**src/rtl/fw_header_classifier.sv**
```systemverilog
// First-match 5-tuple firewall classifier: pops one header, scans the rule
// table one rule per cycle, and returns a permit/deny verdict.
module fw_header_classifier #(
  parameter int NUM_RULES      = 8,
  parameter int TAG_W          = 2,
  parameter bit DEFAULT_PERMIT = 1'b0,
  parameter int RI_W           = $clog2(NUM_RULES + 1)
) (
  input  logic                         clk,
  input  logic                         rst,
  input  logic                         hdr_valid,
  output logic                         hdr_ready,
  input  logic                         hdr_id,
  input  logic [TAG_W-1:0]             hdr_tag,
  input  logic [7:0]                   hdr_protocol,
  input  logic [31:0]                  hdr_srcip,
  input  logic [31:0]                  hdr_dstip,
  input  logic [15:0]                  hdr_srcport,
  input  logic [15:0]                  hdr_dstport,
  output logic                         res_valid,
  input  logic                         res_ready,
  output logic                         res_id,
  output logic [TAG_W-1:0]             res_tag,
  output logic                         res_permit,
  output logic                         res_hit,
  output logic [RI_W-1:0]              res_rule,
  input  logic                         cfg_we,
  output logic                         cfg_ready,
  input  logic [$clog2(NUM_RULES)-1:0] cfg_idx,
  input  logic                         cfg_en,
  input  logic                         cfg_permit,
  input  logic                         cfg_proto_any,
  input  logic [7:0]                   cfg_protocol,
  input  logic [31:0]                  cfg_srcip,
  input  logic [5:0]                   cfg_src_plen,
  input  logic [31:0]                  cfg_dstip,
  input  logic [5:0]                   cfg_dst_plen,
  input  logic [15:0]                  cfg_dport_lo,
  input  logic [15:0]                  cfg_dport_hi,
  output logic [15:0]                  permit_cnt,
  output logic [15:0]                  deny_cnt
);

  localparam int IW = $clog2(NUM_RULES);
  localparam logic [IW-1:0] LAST = IW'(NUM_RULES - 1);

  typedef struct packed {
    logic        en;
    logic        permit;
    logic        proto_any;
    logic [7:0]  protocol;
    logic [31:0] srcip;
    logic [5:0]  src_plen;
    logic [31:0] dstip;
    logic [5:0]  dst_plen;
    logic [15:0] dport_lo;
    logic [15:0] dport_hi;
  } rule_t;

  // srcport travels with the header upstream but never takes part in matching
  typedef struct packed {
    logic             id;
    logic [TAG_W-1:0] tag;
    logic [7:0]       protocol;
    logic [31:0]      srcip;
    logic [31:0]      dstip;
    logic [15:0]      dstport;
  } hdr_t;

  typedef enum logic [1:0] {
    S_IDLE,
    S_SCAN,
    S_RESP
  } state_e;

  state_e            state_q, state_d;
  rule_t             rules_q [NUM_RULES];
  rule_t             rules_d [NUM_RULES];
  hdr_t              hdr_q, hdr_d;
  logic [IW-1:0]     idx_q, idx_d;
  logic              res_id_q, res_id_d;
  logic [TAG_W-1:0]  res_tag_q, res_tag_d;
  logic              res_permit_q, res_permit_d;
  logic              res_hit_q, res_hit_d;
  logic [RI_W-1:0]   res_rule_q, res_rule_d;
  logic [15:0]       permit_cnt_q, permit_cnt_d;
  logic [15:0]       deny_cnt_q, deny_cnt_d;
  rule_t             cur;

  function automatic logic [31:0] pmask(input logic [5:0] plen);
    logic [5:0] p;
    p = (plen > 6'd32) ? 6'd32 : plen;
    if (p == 6'd0) return 32'h0;
    return ~32'h0 << (6'd32 - p);
  endfunction

  function automatic logic rule_match(input rule_t r, input hdr_t h);
    logic m_proto, m_src, m_dst, m_port;
    m_proto = r.proto_any || (r.protocol == h.protocol);
    m_src   = ((h.srcip ^ r.srcip) & pmask(r.src_plen)) == 32'h0;
    m_dst   = ((h.dstip ^ r.dstip) & pmask(r.dst_plen)) == 32'h0;
    m_port  = (h.dstport >= r.dport_lo) && (h.dstport <= r.dport_hi);
    return m_proto && m_src && m_dst && m_port;
  endfunction

  assign hdr_ready  = rst && (state_q == S_IDLE);
  assign cfg_ready  = rst && (state_q == S_IDLE);
  assign res_valid  = (state_q == S_RESP);
  assign res_id     = res_id_q;
  assign res_tag    = res_tag_q;
  assign res_permit = res_permit_q;
  assign res_hit    = res_hit_q;
  assign res_rule   = res_rule_q;
  assign permit_cnt = permit_cnt_q;
  assign deny_cnt   = deny_cnt_q;

  always_comb begin
    state_d      = state_q;
    rules_d      = rules_q;
    hdr_d        = hdr_q;
    idx_d        = idx_q;
    res_id_d     = res_id_q;
    res_tag_d    = res_tag_q;
    res_permit_d = res_permit_q;
    res_hit_d    = res_hit_q;
    res_rule_d   = res_rule_q;
    permit_cnt_d = permit_cnt_q;
    deny_cnt_d   = deny_cnt_q;
    cur          = rules_q[idx_q];

    if (cfg_we && cfg_ready) begin
      rules_d[cfg_idx] = '{
        en:        cfg_en,
        permit:    cfg_permit,
        proto_any: cfg_proto_any,
        protocol:  cfg_protocol,
        srcip:     cfg_srcip,
        src_plen:  cfg_src_plen,
        dstip:     cfg_dstip,
        dst_plen:  cfg_dst_plen,
        dport_lo:  cfg_dport_lo,
        dport_hi:  cfg_dport_hi
      };
    end

    unique case (state_q)
      S_IDLE: begin
        if (hdr_valid && hdr_ready) begin
          hdr_d = '{
            id:       hdr_id,
            tag:      hdr_tag,
            protocol: hdr_protocol,
            srcip:    hdr_srcip,
            dstip:    hdr_dstip,
            dstport:  hdr_dstport
          };
          idx_d   = '0;
          state_d = S_SCAN;
        end
      end
      S_SCAN: begin
        res_id_d  = hdr_q.id;
        res_tag_d = hdr_q.tag;
        if (cur.en && rule_match(cur, hdr_q)) begin
          res_permit_d = cur.permit;
          res_hit_d    = 1'b1;
          res_rule_d   = RI_W'(idx_q);
          state_d      = S_RESP;
        end else if (idx_q == LAST) begin
          res_permit_d = DEFAULT_PERMIT;
          res_hit_d    = 1'b0;
          res_rule_d   = RI_W'(NUM_RULES);
          state_d      = S_RESP;
        end else begin
          idx_d = idx_q + 1'b1;
        end
      end
      S_RESP: begin
        if (res_ready) begin
          if (res_permit_q) begin
            if (permit_cnt_q != 16'hFFFF) permit_cnt_d = permit_cnt_q + 16'd1;
          end else begin
            if (deny_cnt_q != 16'hFFFF) deny_cnt_d = deny_cnt_q + 16'd1;
          end
          state_d = S_IDLE;
        end
      end
      default: state_d = S_IDLE;
    endcase
  end

  always_ff @(posedge clk) begin
    if (!rst) begin
      state_q      <= S_IDLE;
      for (int i = 0; i < NUM_RULES; i++) rules_q[i] <= '0;
      hdr_q        <= '0;
      idx_q        <= '0;
      res_id_q     <= 1'b0;
      res_tag_q    <= '0;
      res_permit_q <= 1'b0;
      res_hit_q    <= 1'b0;
      res_rule_q   <= '0;
      permit_cnt_q <= 16'h0;
      deny_cnt_q   <= 16'h0;
    end else begin
      state_q      <= state_d;
      rules_q      <= rules_d;
      hdr_q        <= hdr_d;
      idx_q        <= idx_d;
      res_id_q     <= res_id_d;
      res_tag_q    <= res_tag_d;
      res_permit_q <= res_permit_d;
      res_hit_q    <= res_hit_d;
      res_rule_q   <= res_rule_d;
      permit_cnt_q <= permit_cnt_d;
      deny_cnt_q   <= deny_cnt_d;
    end
  end

endmodule

```
**config.mk**
```make
export PLATFORM = sky130hd
export DESIGN_NAME = fw_header_classifier
export DESIGN_NICKNAME = d
export VERILOG_FILES = /design/src/rtl/fw_header_classifier.sv
export SDC_FILE = /design/constraint.sdc
export NUM_CORES = 2
export LEC_CHECK = 0
export ABC_AREA = 1
export ABC_CLOCK_PERIOD_IN_PS = 9300
export CAP_MARGIN = 25
export CORE_ASPECT_RATIO = 1.1
export CORE_MARGIN = 2
export CORE_UTILIZATION = 45
export DETAILED_ROUTE_END_ITERATION = 10
export SYNTH_ARGS = -nofsm -noshare
export SYNTH_HDL_FRONTEND = slang
export SYNTH_SLANG_ARGS = --single-unit
```
**constraint.sdc**
```tcl
create_clock -name clk -period 9.3 [get_ports clk]
set_input_delay 1.395 -clock clk [delete_from_list [all_inputs] [get_ports clk]]
set_output_delay 1.395 -clock clk [all_outputs]
set_load 0.05 [all_outputs]
```
Yosys cells after proc, flatten, opt, wreduce, memory -nomap -nowiden
Index checks and enable logic that the tools add are counted.
{ "totals": {"ff_bits": 1089, "output_inout_bits": 44} }
{ "classes": {"n_mux": 32, "order_cmp": 7, "shifts": 2, "addsub": 5, "eq_ne": 11, "n_bitwise": 7, "n_reduce_logical": 23} }
{ "op_table": {"columns": ["cell", "n"], "rows": [
  ["$bwmux W952", 1],
  ["$bmux W119 S3", 1],
  ["$demux W119 S3", 1],
  ["$mux W119", 3],
  ["$mux W32", 6],
  ["$and A32 B32 Y32", 2],
  ["$logic_not A32 Y1", 2],
  ["$shl A32 B6 Y32 const A", 2],
  ["$xor A32 B32 Y32", 2],
  ["$add A16 B1 Y16 const B", 2],
  ["$ne A16 B16 Y1 const B", 2],
  ["$ge A16 B16 Y1", 1],
  ["$le A16 B16 Y1", 1],
  ["$gt A6 B6 Y1 const B", 2],
  ["$logic_not A6 Y1", 2],
  ["$mux W6", 2],
  ["$reduce_and A4 Y1", 3],
  ["$sub A6 B6 Y6 const A", 2],
  ["$logic_and A1 B1 Y1", 9],
  ["$mux W3", 3],
  ["$eq A8 B8 Y1", 1],
  ["$ge A4 B4 Y1 const B", 2],
  ["$mux W2", 4],
  ["$mux W4", 2],
  ["18 further kinds", 29]
]} }

Depth between registers and ports, before layout
{ "depth": {"ltp_word": 19, "mapped_depth": 31, "ltp_nobuf": 29} }

Worst setup path before layout
Ideal clock, no wire load.
{ "synth_timing": {"kind": "input-to-output", "from": "input rst", "to": "output hdr_ready", "slack_ns": 4.653, "arrival_ns": 3.252, "path_buffers": 2, "stages": 4, "cell_sequence": "clkbuf_1 > inv_1 > nor3_1 > buf_4"} }
{ "synth_via": {"elab_chain_cells": 1} }
{ "synth_rtl": {"columns": ["item", "line_no", "rtl"], "rows": [
  ["start, declared", "10", "input logic rst,"],
  ["$logic_and A1 B1 Y1", null, null],
  ["end, declared", "12", "output logic hdr_ready,"]
]} }
No other way between the ends.

Worst setup path after layout
{ "layout_timing": {"from": "register idx_q[0]", "to": "register res_hit_q, in the netlist res_hit"} }
{ "layout_via": {"elab_chain_cells": 19, "word_cells_on_any_way": 41, "classes_between": "add/sub (2); order compare (4); eq/ne (2); shift (2); mux (14); bitwise (5); reduce/logical (12)"} }
{ "layout_rtl": {"columns": ["item", "line_no", "rtl"], "rows": [
  ["start, declared", "80", "logic [IW-1:0] idx_q, idx_d;"],
  ["start signal, assigned", "209", "idx_q <= idx_d;"],
  ["branches (longest 19 deep; another with $gt A6 B6 Y1)", null, null],
  ["end signal, assigned", "213", "res_hit_q <= res_hit_d;"],
  ["end, declared", "84", "logic res_hit_q, res_hit_d;"]
]} }
Parallel ways; which one is timed is not known. The select of a mux whose other input is x is not followed.
A chain may end at the register's enable or synchronous reset.

==> results.yml <==
status:
  status: "complete, no violations"
critical_path:
  cp_max_fo: 135
  max_stage_delay_ns: 0.86
  r2r_slack_ns: 3.66
  crit_start: "idx_q[0]$_SDFFE_PN0P_"
  crit_type: "reg -> reg"
  arrival_ns: 6.22
  cpMostUsedCell: "nand2_1"
  cp.required_ns: 9.88
  end_kind: "flop"
  slowest_stage: "dfxtp_4"
  start_kind: "flop"
  reg2reg_from: "idx_q[0]$_SDFFE_PN0P_"
finish:
  nets: 7073
  final_layout_size_suffix_gt1_share_pct: 4.32
  final_core_util_pct: 51.8
  num-fill-cells: 10592
  final_cells: 8305
  area_growth_pct: 13.8
flow_run:
  drv_cap: 0
sta:
  slew_violations: 0
  fin_crit_sh_pct: 60.6
  setup_ws_ns: 3.66
  slew_headroom_pct: 23.8
  tns_ns: 0
  skew_ns: 0.0192
  hold_viol: 0
  setup_viol: 0
  worst_slew_pin_slew_ns: 1.14
  timing.fmax_mhz: 177
  fin_crit_ns: 5.64
  rsz0062_at_grt: "no"
drt:
  wire_per_inst_um: 19.6
  first_pass_iters: 6
  first_iter_violations: 4137
  drc_errors: 0
  final_antenna_net_count: 0
  vias_per_cell: 5.43
  num_vias: 45101
  drt_wl_total_um: 163000
clock_network:
  path_clk_slew_ns: 0.06
  h-tree-depth: 3
  insertion_delay_ns: 0.72
  cts_root_buf: "clkbuf_16"
  cts_tree: "built"
  cts.sinks: 1089
  post_cts_resized: 0
  cts_buffers: 116
  clock_path_buffers: 3
  holdBufCountCts: 0
  postCtsSetupRepairBufs: 0
synthesis:
  synth_top_area_share_pct: 45.2
  syn_inst: 6898
  synth_top_cell_by_area: "dfxtp_1"
  synth_common_cells: "nor2_1 (1824), o21ai_0 (1440), dfxtp_1 (1089)"
  ys_types: 41
  synth-seq-cells: 1089
  synth-warning-count: 0
  synth_area_leaders: "dfxtp_1 (45%), o21ai_0 (15%), nor2_1 (14%), nand2_1 (4.5%), a21oi_1 (4.4%)"
  synth.most_common_cell: "nor2_1"
  syn_nets: 7174
  postSynth.asyncResetShare_pct: 0
  synth-edff-count: 0
  synth.yosys.seq_area_share_pct: 45.2
  avgSynthCellArea_um2: 6.99
  syn-cell-area_mm2: 0.0482
  synthFlopType: "dfxtp_1"
place:
  dp_slack_ns: 3.06
  io_buffers: 261
  dp.cells: 8074
  dpl.hpwl_um: 89300
  gp_congestion: 0.856
grt:
  grt_max_degree: 249
  grt_pass1_wl_um: 247000
  track_usage_pct: 28.8
  grt_pass1_vias: 41107
  antenna_found_initial: 24
  grt_remaining_overflow: 0
power:
  peakVddDrop_uv: 139
  leakage_nw: 20.3
  power_density_mw_per_mm2: 212
  total_power_mw: 11.6
die:
  fp.dieW_um: 316
  io_pins: 278
  start_util_pct: 45.5
  core_area_mm2: 0.106
  num_rows: 125
  die_h_um: 347
  dieArea_mm2: 0.110
worst_hold_path:
  hold_path_class: "reg -> reg"
  hold_start: "rules_q[589]$_SDFFE_PN0P_"
==> per-layer routing <==
layer / global-route usage, % / share of wire (%)
met1: 38.3 / 44
met2: 46.6 / 46
met3: 4.47 / 6.8
met4: 11.2 / 3.2
met5: 0 / 0.057
==> where the power goes <==
part           switching, mW  internal (mW)  total, mW  leakage (nW)
Sequential            0.0773           4.78       4.86          8.81
Clock                   1.97           2.78       4.74          1.94
Combinational           1.38          0.645       2.03          9.52
Total                   3.42           8.20       11.6          20.3
==> final cells by class <==
| type | count | area, µm² | share of cell area [%] |
|---|---|---|---|
| Multi-Input combinational cell | 4897 | 22700 | 41.4 |
| Sequential cell | 1089 | 21800 | 39.8 |
| Clock buffer | 177 | 3500 | 6.39 |
| Timing Repair Buffer | 318 | 3200 | 5.83 |
| Tap cell | 1397 | 1750 | 3.19 |
| Inverter | 375 | 1450 | 2.65 |
| Clock inverter | 39 | 407 | 0.741 |
| Antenna cell | 13 | 32.5 | 0.0593 |
==> path summary, 6_finish.rpt <==
kind	to	cells after the start
max reg2reg	res_hit$_SDFFE_PN0P_	27
min reg2reg	rules_q[589]$_SDFFE_PN0P_	2
min	rules_q[589]$_SDFFE_PN0P_	2
max	res_hit$_SDFFE_PN0P_	27
==> state kept, by name (all words and copies together), names as in the netlist <==
register	count
permit_cnt	16
res_rule	4
res_hit	1
state_q	2
res_tag	2
res_id	1
rules_q	952
deny_cnt	16
idx_q	3
res_permit	1
hdr_q	91
==> worst max-delay path: cells and delay by family, from the launching register on <==
| kind | cells | cell delay (ns) |
|---|---|---|
| and+or+nand+nor | 20 | 2.56 |
| buffers and inverters | 5 | 1.59 |
| DFF | 1 | 0.86 |
| adders and majority gates | 1 | 0.26 |
| AOI/OAI and AO/OA | 1 | 0.07 |
==> logic make-up after synthesis <==
logic type	synth area share (%)
simple gates	21.9
compound gates	22.6
flops	45.2
buf+inv	7.80
xor+xnor	1.29
fa+ha+maj	1.09
==> placed cells by master (no fill, tap or decap), types with 6 or more instances in the layout <==
cell,count
nand3_1,234
nand2_4,9
inv_2,6
nand4_1,10
bufinv_16,7
buf_12,9
clkinv_2,24
o221ai_1,50
ha_1,42
nor2_1,1824
inv_6,8
o211ai_1,53
nand2_1,569
o21ai_1,33
inv_1,357
dfxtp_1,1086
clkbuf_16,118
nand2_2,15
xor2_1,69
buf_4,46
clkbuf_1,26
a21oi_1,420
o21ai_0,1440
clkdlybuf4s50_1,260
o22ai_1,76
clkbuf_8,33
diode_2,13
nor3_1,20
==> per-stage QoR <==
stage	instance area (µm²)	hold slack, ns
after floorplan	48200	0.424
after global placement	50800	0.433
after detailed placement	50800	0.439
after CTS	54800	0.449
after global routing	54800	0.462
final	54800	0.445
No activity file was read; power rests on OpenSTA's default activity.
